File: src/rtl/operand_alu_pkg.sv
// Shared types for the operand ALU harness: operation modes, FSM states and
// the operand-width helper.
package operand_alu_pkg;

  typedef enum logic [1:0] {
    MODE_NAND = 2'd0,
    MODE_ADD  = 2'd1,
    MODE_SUB  = 2'd2,
    MODE_ASR  = 2'd3
  } mode_e;

  typedef enum logic [1:0] {
    ST_IDLE = 2'd0,
    ST_RUN  = 2'd1,
    ST_DONE = 2'd2
  } state_e;

  function automatic int op_width(input int log2_bytes);
    return 8 << log2_bytes;
  endfunction

endpackage

File: src/rtl/alu_byte_slice.sv
// One byte of the NAND/ADD/SUB datapath with carry in/out; the top reuses it
// for every byte lane in turn.
module alu_byte_slice
  import operand_alu_pkg::*;
(
  input  logic [7:0] a,
  input  logic [7:0] b,
  input  mode_e      mode,
  input  logic       cin,
  output logic [7:0] y,
  output logic       cout
);

  logic [8:0] sum9;

  always_comb begin
    sum9 = '0;
    y    = '0;
    cout = 1'b0;
    case (mode)
      MODE_NAND: y = ~(a & b);
      MODE_ADD: begin
        sum9 = {1'b0, a} + {1'b0, b} + {8'd0, cin};
        y    = sum9[7:0];
        cout = sum9[8];
      end
      // Subtraction as X + ~Y + carry; the top seeds carry with 1.
      MODE_SUB: begin
        sum9 = {1'b0, a} + {1'b0, ~b} + {8'd0, cin};
        y    = sum9[7:0];
        cout = sum9[8];
      end
      default: y = '0;
    endcase
  end

endmodule

File: src/rtl/operand_alu_harness.sv
// Two-operand byte-loaded ALU harness with start/busy/done handshake.
// Optional FLAGS_EN adds carry/borrow and zero flags updated with the result.
module operand_alu_harness
  import operand_alu_pkg::*;
#(
  parameter int LOG2_OP_BYTES = 2
) (
  input  logic                     clk,
  input  logic                     rst_n,
  input  logic                     ena,
  input  logic [7:0]               din,
  input  logic [LOG2_OP_BYTES:0]   din_sel,
  input  logic                     din_valid,
  input  logic [1:0]               mode,
  input  logic                     start,
  output logic                     busy,
  output logic                     done,
  input  logic [LOG2_OP_BYTES-1:0] rd_sel,
  output logic [7:0]               dout
`ifdef FLAGS_EN
  ,
  output logic                     flag_c,
  output logic                     flag_z
`endif
);

  localparam int OP_BYTES = 1 << LOG2_OP_BYTES;
  localparam int W        = op_width(LOG2_OP_BYTES);
  localparam int SHW      = LOG2_OP_BYTES + 3;
  localparam int KW       = (LOG2_OP_BYTES > 0) ? LOG2_OP_BYTES : 1;

  logic [7:0]    buf_reg [2*OP_BYTES];
  logic [W-1:0]  x_buf;
  logic [W-1:0]  y_buf;

  state_e        state_reg;
  mode_e         mode_reg;
  logic [W-1:0]  x_reg;
  logic [W-1:0]  y_reg;
  logic [W-1:0]  shadow_reg;
  logic [W-1:0]  result_reg;
  logic [KW-1:0] k_reg;
  logic          carry_reg;
  logic          busy_reg;
  logic          done_reg;

  logic [7:0]    x_byte;
  logic [7:0]    y_byte;
  logic [7:0]    slice_y;
  logic          slice_cout;
  logic [W-1:0]  lane_mask;
  logic [W-1:0]  shadow_next;
  logic [W-1:0]  asr_val;
  logic [7:0]    res_bytes [OP_BYTES];

  genvar gi;
  generate
    for (gi = 0; gi < OP_BYTES; gi++) begin : g_bytes
      assign x_buf[gi*8 +: 8] = buf_reg[gi];
      assign y_buf[gi*8 +: 8] = buf_reg[gi + OP_BYTES];
      assign res_bytes[gi]    = result_reg[gi*8 +: 8];
    end
  endgenerate

  assign dout = res_bytes[rd_sel];
  assign busy = busy_reg;
  assign done = done_reg;

  always_ff @(posedge clk or negedge rst_n) begin
    if (!rst_n) begin
      for (int i = 0; i < 2*OP_BYTES; i++) buf_reg[i] <= '0;
    end else if (din_valid && ena) begin
      buf_reg[din_sel] <= din;
    end
  end

  assign x_byte      = 8'(x_reg >> {k_reg, 3'b000});
  assign y_byte      = 8'(y_reg >> {k_reg, 3'b000});
  assign lane_mask   = W'(8'hFF) << {k_reg, 3'b000};
  assign shadow_next = (shadow_reg & ~lane_mask) | (W'(slice_y) << {k_reg, 3'b000});
  assign asr_val     = $signed(x_reg) >>> y_reg[SHW-1:0];

  alu_byte_slice u_slice (
    .a    (x_byte),
    .b    (y_byte),
    .mode (mode_reg),
    .cin  (carry_reg),
    .y    (slice_y),
    .cout (slice_cout)
  );

  always_ff @(posedge clk or negedge rst_n) begin
    if (!rst_n) begin
      state_reg  <= ST_IDLE;
      mode_reg   <= MODE_NAND;
      x_reg      <= '0;
      y_reg      <= '0;
      shadow_reg <= '0;
      result_reg <= '0;
      k_reg      <= '0;
      carry_reg  <= 1'b0;
      busy_reg   <= 1'b0;
      done_reg   <= 1'b0;
    end else begin
      done_reg <= 1'b0;
      case (state_reg)
        ST_IDLE: begin
          // Snapshot reads the buffer before any same-cycle write lands.
          if (start && ena) begin
            x_reg     <= x_buf;
            y_reg     <= y_buf;
            mode_reg  <= mode_e'(mode);
            carry_reg <= (mode == 2'(MODE_SUB));
            k_reg     <= '0;
            busy_reg  <= 1'b1;
            state_reg <= ST_RUN;
          end
        end
        ST_RUN: begin
          if (mode_reg == MODE_ASR) begin
            shadow_reg <= asr_val;
            state_reg  <= ST_DONE;
          end else begin
            shadow_reg <= shadow_next;
            carry_reg  <= slice_cout;
            k_reg      <= k_reg + KW'(1);
            if (k_reg == KW'(OP_BYTES - 1)) state_reg <= ST_DONE;
          end
        end
        ST_DONE: begin
          result_reg <= shadow_reg;
          done_reg   <= 1'b1;
          busy_reg   <= 1'b0;
          state_reg  <= ST_IDLE;
        end
        default: state_reg <= ST_IDLE;
      endcase
    end
  end

`ifdef FLAGS_EN
  logic flag_c_reg;
  logic flag_z_reg;

  always_ff @(posedge clk or negedge rst_n) begin
    if (!rst_n) begin
      flag_c_reg <= 1'b0;
      flag_z_reg <= 1'b0;
    end else if (state_reg == ST_DONE) begin
      flag_c_reg <= (mode_reg == MODE_ADD) ? carry_reg :
                    (mode_reg == MODE_SUB) ? ~carry_reg : 1'b0;
      flag_z_reg <= (shadow_reg == '0);
    end
  end

  assign flag_c = flag_c_reg;
  assign flag_z = flag_z_reg;
`endif

endmodule

File: config.mk
export PLATFORM = sky130hd
export DESIGN_NAME = operand_alu_harness
export DESIGN_NICKNAME = d
export VERILOG_FILES = /design/src/rtl/operand_alu_pkg.sv /design/src/rtl/alu_byte_slice.sv /design/src/rtl/operand_alu_harness.sv
export SDC_FILE = /design/constraint.sdc
export NUM_CORES = 1
export LEC_CHECK = 0
export CORE_MARGIN = 2
export CORE_UTILIZATION = 39
export DETAILED_ROUTE_END_ITERATION = 8
export SLEW_MARGIN = 30
export SYNTH_ARGS = -nofsm -noshare
export SYNTH_HDL_FRONTEND = slang
export SYNTH_SLANG_ARGS = --single-unit
File: constraint.sdc
create_clock -name clk -period 9.6 [get_ports clk]
set_clock_uncertainty 0.1 [all_clocks]
set_input_delay 0.96 -clock clk [delete_from_list [all_inputs] [get_ports clk]]
set_output_delay 0.96 -clock clk [all_outputs]
set_load 0.1 [all_outputs]
### Word level (Yosys, flattened, before mapping)

Index checks and enable logic that the tools add are counted.

* add/sub/neg operators: 5
* bitwise logic cells: 8
* reductions and logical operators: 11
* mux-type cells: 22
* equal/unequal tests: 10
* shift operators: 5
* $lt $le $gt $ge: 3

Operators with widths (number)
* 64-bit bitwise mux: 1
* 32-bit by 5-bit right shift with 8-bit output: 2
* 32-bit bitwise AND: 1
* 32-bit 2-to-1 mux: 1
* 32-bit NOT: 1
* 32-bit OR: 1
* 8-bit by 5-bit << shifter with 32-bit output: 1
* 8-bit by 5-bit << shifter with 32-bit output, first input constant: 1
* 32-bit by 5-bit >>> shifter with 32-bit output: 1
* 8-bit demux with 3-bit select: 1
* 8-bit 2-to-1 mux: 3
* 8-bit case mux with 3 select lines: 1
* 8-bit by 8-bit adder with 9-bit output: 2
* 9-bit by 1-bit adder with 9-bit output: 2
* 8-bit binary-select mux with 2-bit select: 1
* 8-bit NOT: 2
* 2-bit equality test, second input constant: 5
* 2-bit 2-to-1 mux: 5
* 8-bit bitwise AND: 1
* 2-bit case mux with 2 select lines: 2
* 1-bit case mux with 2 select lines: 3
* 2-bit AND reduction: 3
* 2-bit by 1-bit equality test with 1-bit output, second input constant: 2
* 4-bit greater-or-equal comparator, second input constant: 1
* 12 further kinds: 20

* input port bits: 20
* register bits after elaboration: 201
* output and inout bits: 10

### Logic depth before layout (Yosys ltp)

Gate-level depths: netlist of the first run.

* word-level depth: 8
* gate-level depth with buffers: 13
* depth with buffers taken out: 11

### By module

Synthesis of the first run repeated with hierarchy kept, for this count alone.

* cell total of the unflattened synthesis: 950
* area, all modules: 11484.8 um^2

Modules (own cells, without submodules)
* operand_alu_harness: area each 10450.0 um^2, times used 1, cells an instance 807
* alu_byte_slice: area each 1034.7 um^2, times used 1, cells an instance 143

### Worst setup path before layout of the first run

Ideal clock, no wire load.

* path kind: register to register
* start: reg k_reg[0]
* end: reg shadow_reg[30]
* arrival time: 3306 ps
* clock period less this slack: 3548 ps
* slack: 6052 ps
* path buffers: 3
* stages on the path, launching flop included: 12
* cell sequence: dfrtp_1 -> clkbuf_1 -> clkbuf_1 -> mux4_2 -> ha_1 -> buf_2 -> nor3b_1 -> or3_1 -> a41oi_1 -> xor2_1 -> a221oi_1 -> o21ai_0

* word-level cells in the longest chain between the ends: 8
* elaborated cells between the ends (all ways): 16

Ends and longest elaborated chain
* start, declared: RTL line operand_alu_harness.sv:42 `logic [KW-1:0] k_reg;`
* start signal, assigned: RTL line operand_alu_harness.sv:126 `k_reg <= k_reg + KW'(1);`
* 32-bit by 5-bit right shift with 8-bit output: RTL line operand_alu_harness.sv:78 `assign y_byte = 8'(y_reg >> {k_reg, 3'b000});`
* 8-bit NOT: RTL line alu_byte_slice.sv:29 `sum9 = {1'b0, a} + {1'b0, ~b} + {8'd0, cin};`
* 8-bit by 8-bit adder with 9-bit output: RTL line alu_byte_slice.sv:29
* 9-bit by 1-bit adder with 9-bit output: RTL line alu_byte_slice.sv:29
* 8-bit case mux with 3 select lines: RTL line alu_byte_slice.sv:20 `case (mode)`
* 8-bit by 5-bit << shifter with 32-bit output: RTL line operand_alu_harness.sv:80 `assign shadow_next = (shadow_reg & ~lane_mask) | (W'(slice_y) << {k_reg, 3'b000});`
* 32-bit OR *: RTL line operand_alu_harness.sv:80
* 32-bit 2-to-1 mux *: RTL line operand_alu_harness.sv:120 `if (mode_reg == MODE_ASR) begin`
* end signal, assigned: RTL line operand_alu_harness.sv:121 `shadow_reg <= asr_val;`
* end signal, assigned: RTL line operand_alu_harness.sv:124 `shadow_reg <= shadow_next;`
* end, declared: RTL line operand_alu_harness.sv:40 `logic [W-1:0] shadow_reg;`

Every way passes the cells marked *; elsewhere a longest branch is shown, timed or not.
A chain may end at the register's enable or synchronous reset.

### Worst setup path in the final report of the first run

* start: in rd_sel[0]
* end: out dout[1]

* word-level cells in the longest chain between the ends: 4

Ends and longest elaborated chain
* start, declared: RTL line operand_alu_harness.sv:18 `input logic [LOG2_OP_BYTES-1:0] rd_sel,`
* 2-bit NOT with 3-bit output (not written as such): RTL line operand_alu_harness.sv:65 `assign dout = res_bytes[rd_sel];`
* 8-bit binary-select mux with 2-bit select: RTL line operand_alu_harness.sv:65
* 8-bit 2-to-1 mux (not written as such) (2 in a row): RTL line operand_alu_harness.sv:65
* end, declared: RTL line operand_alu_harness.sv:19 `output logic [7:0] dout`

Every way passes these cells. The select of a mux whose other input is x is not followed.

==> results of run 1 <==
==> layout make-up <==
class	count	area, um^2	area share
Sequential cell	201	5034	0.3995
Clock inverter	12	168.9	0.01341
Multi-Input combinational cell	666	5743	0.4559
Timing Repair Buffer	40	384.1	0.03049
Clock buffer	30	641.9	0.05095
Tap cell	384	480.5	0.03814
Inverter	39	146.4	0.01162
==> logic make-up after synthesis <==
logic type | synth area share
mux | 0.2754
compound gates | 0.1204
flops | 0.4495
simple gates | 0.07895
buf+inv | 0.03813
fa+ha+maj | 0.03288
xor+xnor | 0.004697
==> worst reg2reg max path: stages (launching register included) <==
cell,delay [ns]
dfrtp_1,0.32
buf_4,0.40
mux4_2,0.63
inv_1,0.12
fa_1,0.20
inv_1,0.05
fa_1,0.43
a211oi_1,0.30
o21bai_1,0.12
a21oi_1,0.26
xnor2_1,0.10
a221oi_1,0.58
o21ai_0,0.18
==> cell usage in the layout, fill, tap and decap left out, types with 7 or more instances in the layout <==
| master | synthesis | routed |
|---|---|---|
| inv_1 | 37 | 37 |
| nor2_1 | 48 | 47 |
| mux2_2 | 158 | 158 |
| ha_1 | 23 | 22 |
| clkbuf_16 | 0 | 23 |
| a221oi_1 | 11 | 11 |
| o22ai_1 | 9 | 9 |
| nand2_1 | 92 | 92 |
| a21o_1 | 7 | 7 |
| a21oi_1 | 48 | 48 |
| a211oi_1 | 12 | 12 |
| mux4_2 | 41 | 41 |
| nor3_1 | 13 | 12 |
| nor2b_1 | 8 | 8 |
| o21ai_0 | 45 | 45 |
| clkdlybuf4s50_1 | 0 | 28 |
| nand2b_1 | 11 | 11 |
| mux2i_1 | 30 | 30 |
| o211ai_1 | 7 | 7 |
| dfrtp_1 | 201 | 200 |
| buf_4 | 2 | 9 |
==> stage by stage <==
step | hold WS, ns | setup slack, ns
after floorplan | 0.3444 | 6.052
after global placement | 0.3628 | 5.202
after detailed placement | 0.3650 | 5.173
after CTS | 0.3549 | 5.169
after global routing | 0.3876 | 5.094
final | 0.3487 | 5.208
==> metal layers <==
layer	vias to the layer above	global-route usage	part of all wire
met1	3931	0.2826	0.48
met5	-	0	0
met3	43	0.02719	0.049
li1	3575	-	-
met4	0	0.05049	0.028
met2	233	0.2935	0.44
==> final timing paths <==
| check | endpoint | slack, ns | depth (start not counted) |
|---|---|---|---|
| worst max-delay path | dout[1] | 5.21 | 3 |
| worst min-delay path | done | 0.35 | 1 |
| worst max register to register | shadow_reg[6] | 5.65 | 12 |
| worst min register to register | busy | 0.37 | 1 |
| max in group asynchronous | buf_reg[26] | 7.22 | 3 |
| min in group clk | busy | 0.37 | 1 |
==> results.sh, run 1 <==
export IMPL_status="complete, no violations"
export IMPL_yosysTopAreaCellShare=0.4495
export IMPL_via_count=7782
export IMPL_crit_start="rd_sel[0]"
export IMPL_ios=30
export IMPL_cp_required_ns=8.54
export IMPL_overflow=0
export IMPL_worst_path_most_repeated_cell="clkdlybuf4s50_1"
export IMPL_die_x_um=173.4
export IMPL_slew_violations=0
export IMPL_cts_clk_slew_worst_paths_ns=0.06
export IMPL_rsz0062_at_grt="no"
export IMPL_fin_nets=1018
export IMPL_syn_cell_area_um2=11190
export IMPL_synth_area_leader_cell="dfrtp_1"
export IMPL_area_growth_pct=12.59
export IMPL_drt_first_pass_iters=6
export IMPL_wl_um=28190
export IMPL_syn_area_per_cell_um2=11.58
export IMPL_timing_final_crit_period_ns=4.392
export IMPL_routedWlPerCell_um=20.54
export IMPL_core_um2=28470
export IMPL_slowest_delay_ns=0.98
export IMPL_num_antenna_cells=0
export IMPL_start_kind="primary input"
export IMPL_drt_first_iter_violations=577
export IMPL_async_reset_ff_frac=1.000
export IMPL_finish_instance_area_um2=12600
export IMPL_largest_reg_flops=64
export IMPL_die_height_um=173.4
export IMPL_drc=0
export IMPL_crit_path_max_fanout=8
export IMPL_hold_class="in2async"
export IMPL_reg2reg_from="k_reg[0]"
export IMPL_drive_gt1_frac=0.2692
export IMPL_synth_nets=1013
export IMPL_crit_buf_inv=2
export IMPL_hpwl_um=19940
export IMPL_routed_via_density=5.672
export IMPL_fin_crit_sh=0.4575
export IMPL_grt_use_total=0.1906
export IMPL_ys_seq_area_frac=0.4495
export IMPL_arrival_ns=3.33
export IMPL_tightestPinTransition_ns=0.9700
export IMPL_worstPathCellList="clkdlybuf4s50_1 > mux4_2 > clkdlybuf4s50_1"
export IMPL_clk_latency_ns=0.54
export IMPL_cts_setup_buffers=0
export IMPL_critPathTopFamily="buffers and inverters"
export IMPL_dieArea_um2=30060
export IMPL_fillers=2705
export IMPL_grt_max_degree=78
export IMPL_hold_viol_final=0
export IMPL_cts_buffer_depth=3
export IMPL_path_class="in2out"
export IMPL_port_buffers=29
export IMPL_syn_inst=966
export IMPL_gp_congestion=0.9264
export IMPL_relSlewSlack=0.3513
export IMPL_cts_tree="yes"
export IMPL_worst_setup_path_end_kind="output pin"
export IMPL_clock_root_buffer="clkbuf_16"
export IMPL_yosysMostFrequentCell="dfrtp_1"
export IMPL_placementRows=62
export IMPL_setup_tns_ns=0
export IMPL_cp_slowest_cell="clkdlybuf4s50_1"
export IMPL_synth_edf_count=0
export IMPL_utilization=0.4425
export IMPL_grt_pass1_vias=7802
export IMPL_yosysWarnings=0
export IMPL_cts_resized=0
export IMPL_synth_flop_cell="dfrtp_1"
export IMPL_yosys_top_cells_count="dfrtp_1, mux2_2, nand2_1"
export IMPL_final_cell_count_no_fill=1372
export IMPL_start_util=0.3930
export IMPL_cts_sinks=201
export IMPL_cts_buffers=23
export IMPL_final_setup_viol_count=0
export IMPL_synth_area_leaders="dfrtp_1, mux2_2, mux4_2"
export IMPL_dpl_cell_count=1330
export IMPL_ant_nets=0
export IMPL_holdBufCountCts=0
export IMPL_drv_cap=0
export IMPL_fmax_mhz=227.7
export IMPL_place_area_um2=11780
export IMPL_synthDistinctLibCells=71
export IMPL_synth_seq_cells=201
export IMPL_antenna_found_initial=0
export IMPL_grt_pass1_wl_um=45790
export IMPL_htreeDepth=1
Power of run 1 is left out: the tool's default activity adds up to more than one toggle a clock period on the data nets, which glitch-free logic cannot reach.
==> inputs of run 2 (changes only) <==
==> constraint.sdc (replaced) <==
create_clock -name clk -period 3.88 [get_ports clk]
set_clock_uncertainty 0.1 [all_clocks]
set_input_delay 0.388 -clock clk [delete_from_list [all_inputs] [get_ports clk]]
set_output_delay 0.388 -clock clk [all_outputs]
set_load 0.1 [all_outputs]
==> results.sh, run 2 (synthesized netlist as in run 1, its figures left out) <==
export IMPL_status="complete, no violations"
export IMPL_gp_congestion=0.9205
export IMPL_num_antenna_cells=0
export IMPL_fin_crit_sh=0.8955
export IMPL_cp_required_ns=4.16
export IMPL_drive_gt1_frac=0.2777
export IMPL_fmax_mhz=287.8
export IMPL_min_to="mode_reg[0]"
export IMPL_final_common_cell="dfrtp_1"
export IMPL_worst_setup_path_end_kind="flop"
export IMPL_start_util=0.3930
export IMPL_crit_start="k_reg[0]"
export IMPL_core_um2=28470
export IMPL_slowest_delay_ns=0.55
export IMPL_slew_violations=0
export IMPL_hp_start="mode[0]"
export IMPL_min_path_cells=3
export IMPL_crit_path_max_fanout=25
export IMPL_clk_latency_ns=0.52
export IMPL_cts_buffers=22
export IMPL_grt_use_total=0.1949
export IMPL_drt_first_iter_violations=601
export IMPL_rsz0062_at_grt="no"
export IMPL_tightestPinTransition_ns=0.9836
export IMPL_hpwl_um=20690
export IMPL_routedWlPerCell_um=20.72
export IMPL_routed_via_density=5.634
export IMPL_drv_cap=0
export IMPL_hold_viol_final=0
export IMPL_fin_nets=1026
export IMPL_ant_nets=0
export IMPL_timing_final_crit_period_ns=3.474
export IMPL_placementRows=62
export IMPL_drc=0
export IMPL_grt_max_degree=92
export IMPL_die_x_um=173.4
export IMPL_port_buffers=29
export IMPL_final_cell_mix="dfrtp_1, mux2_2, nand2_1, a21oi_1, nor2_1"
export IMPL_grt_pass1_vias=7717
export IMPL_fillers=2669
export IMPL_cts_sinks=201
export IMPL_hold_class="in2reg"
export IMPL_worstPathCellList="buf_12 > mux4_2 > inv_1 > fa_1 > inv_1 > fa_1 > a211oi_1 > o21bai_1 > a21oi_1 > xnor2_1 > a221oi_2 > o21ai_0"
export IMPL_clock_root_buffer="clkbuf_16"
export IMPL_overflow=0
export IMPL_area_growth_pct=12.86
export IMPL_r2r_cells=12
export IMPL_reg2reg_to="shadow_reg[6]"
export IMPL_cts_tree="yes"
export IMPL_cts_buffer_depth=3
export IMPL_relSlewSlack=0.3360
export IMPL_drt_first_pass_iters=5
export IMPL_htreeDepth=1
export IMPL_final_setup_viol_count=0
export IMPL_antenna_found_initial=0
export IMPL_cp_slowest_cell="mux4_2"
export IMPL_via_count=7763
export IMPL_die_height_um=173.4
export IMPL_largest_reg_flops=64
export IMPL_arrival_ns=3.75
export IMPL_grt_pass1_wl_um=46670
export IMPL_wl_um=28560
export IMPL_start_kind="flop"
export IMPL_regToRegSetupSlack_ns=0.41
export IMPL_dieArea_um2=30060
export IMPL_reg2reg_from="k_reg[0]"
export IMPL_ios=30
export IMPL_setup_tns_ns=0
export IMPL_path_class="reg2reg"
export IMPL_cts_clk_slew_worst_paths_ns=0.06
[run 2: per-stage QoR]
step / area (um^2) / utilization / setup WS, ns / cells / hold WS (ns)
4_1_cts: 12620 / 0.4434 / 0.2179 / 1378 / 0.3513
5_1_grt: 12630 / 0.4436 / 0.06730 / 1378 / 0.3979
3_5_place_dp: 11850 / 0.4162 / 0.2294 / 1338 / 0.3670
3_3_place_gp: 11850 / 0.4162 / 0.2861 / 1338 / 0.3579
2_1_floorplan: 11190 / - / 0.3318 / 966 / -0.007591
6_report: 12630 / 0.4436 / 0.4056 / 1378 / 0.3640
[run 2: area by class of cell]
class	count	area, um^2	area share
clock inverter	7	123.9	0.009809
multi-input combinational	666	5744	0.4549
clock buffer	32	638.1	0.05053
inverter	39	146.4	0.01159
sequential	201	5031	0.3984
tap	384	480.5	0.03805
timing repair buffer	49	464.2	0.03676
[run 2: routing by layer]
metal / vias up / track usage / wire length [um]
met5: - / 0 / 0
met2: 204 / 0.2893 / 12560
met1: 3912 / 0.2923 / 13750
met4: 0 / 0.07097 / 1035
met3: 58 / 0.02522 / 1210
li1: 3589 / - / -
[run 2: worst max path at each step]
stage / to / slack, ns / depth (start not counted)
2_1_floorplan: shadow_reg[30] / 0.33 / 11
3_3_place_gp: shadow_reg[30] / 0.29 / 12
3_5_place_dp: shadow_reg[30] / 0.23 / 12
4_1_cts: shadow_reg[6] / 0.22 / 12
5_1_grt: shadow_reg[23] / 0.07 / 10
6_report: shadow_reg[6] / 0.41 / 12
[run 2: timing repair]
action	in CTS	in global routing
hold buffers	1	0
endpoints found under the hold margin	88	0
setup buffers	0	0
setup endpoints to repair	0	4
resized for setup	0	1
[run 2: worst max-delay path, delay by kind of cell (launching register included)]
family                     cells  cell delay, ns
AOI/OAI and AO/OA              5            1.21
xor gates and xnor gates       1            0.11
adders and majority gates      2            0.60
buffers and inverters          3            0.38
DFF                            1            0.37
muxes                          1            0.55
Power of run 2 is left out for the same reason.
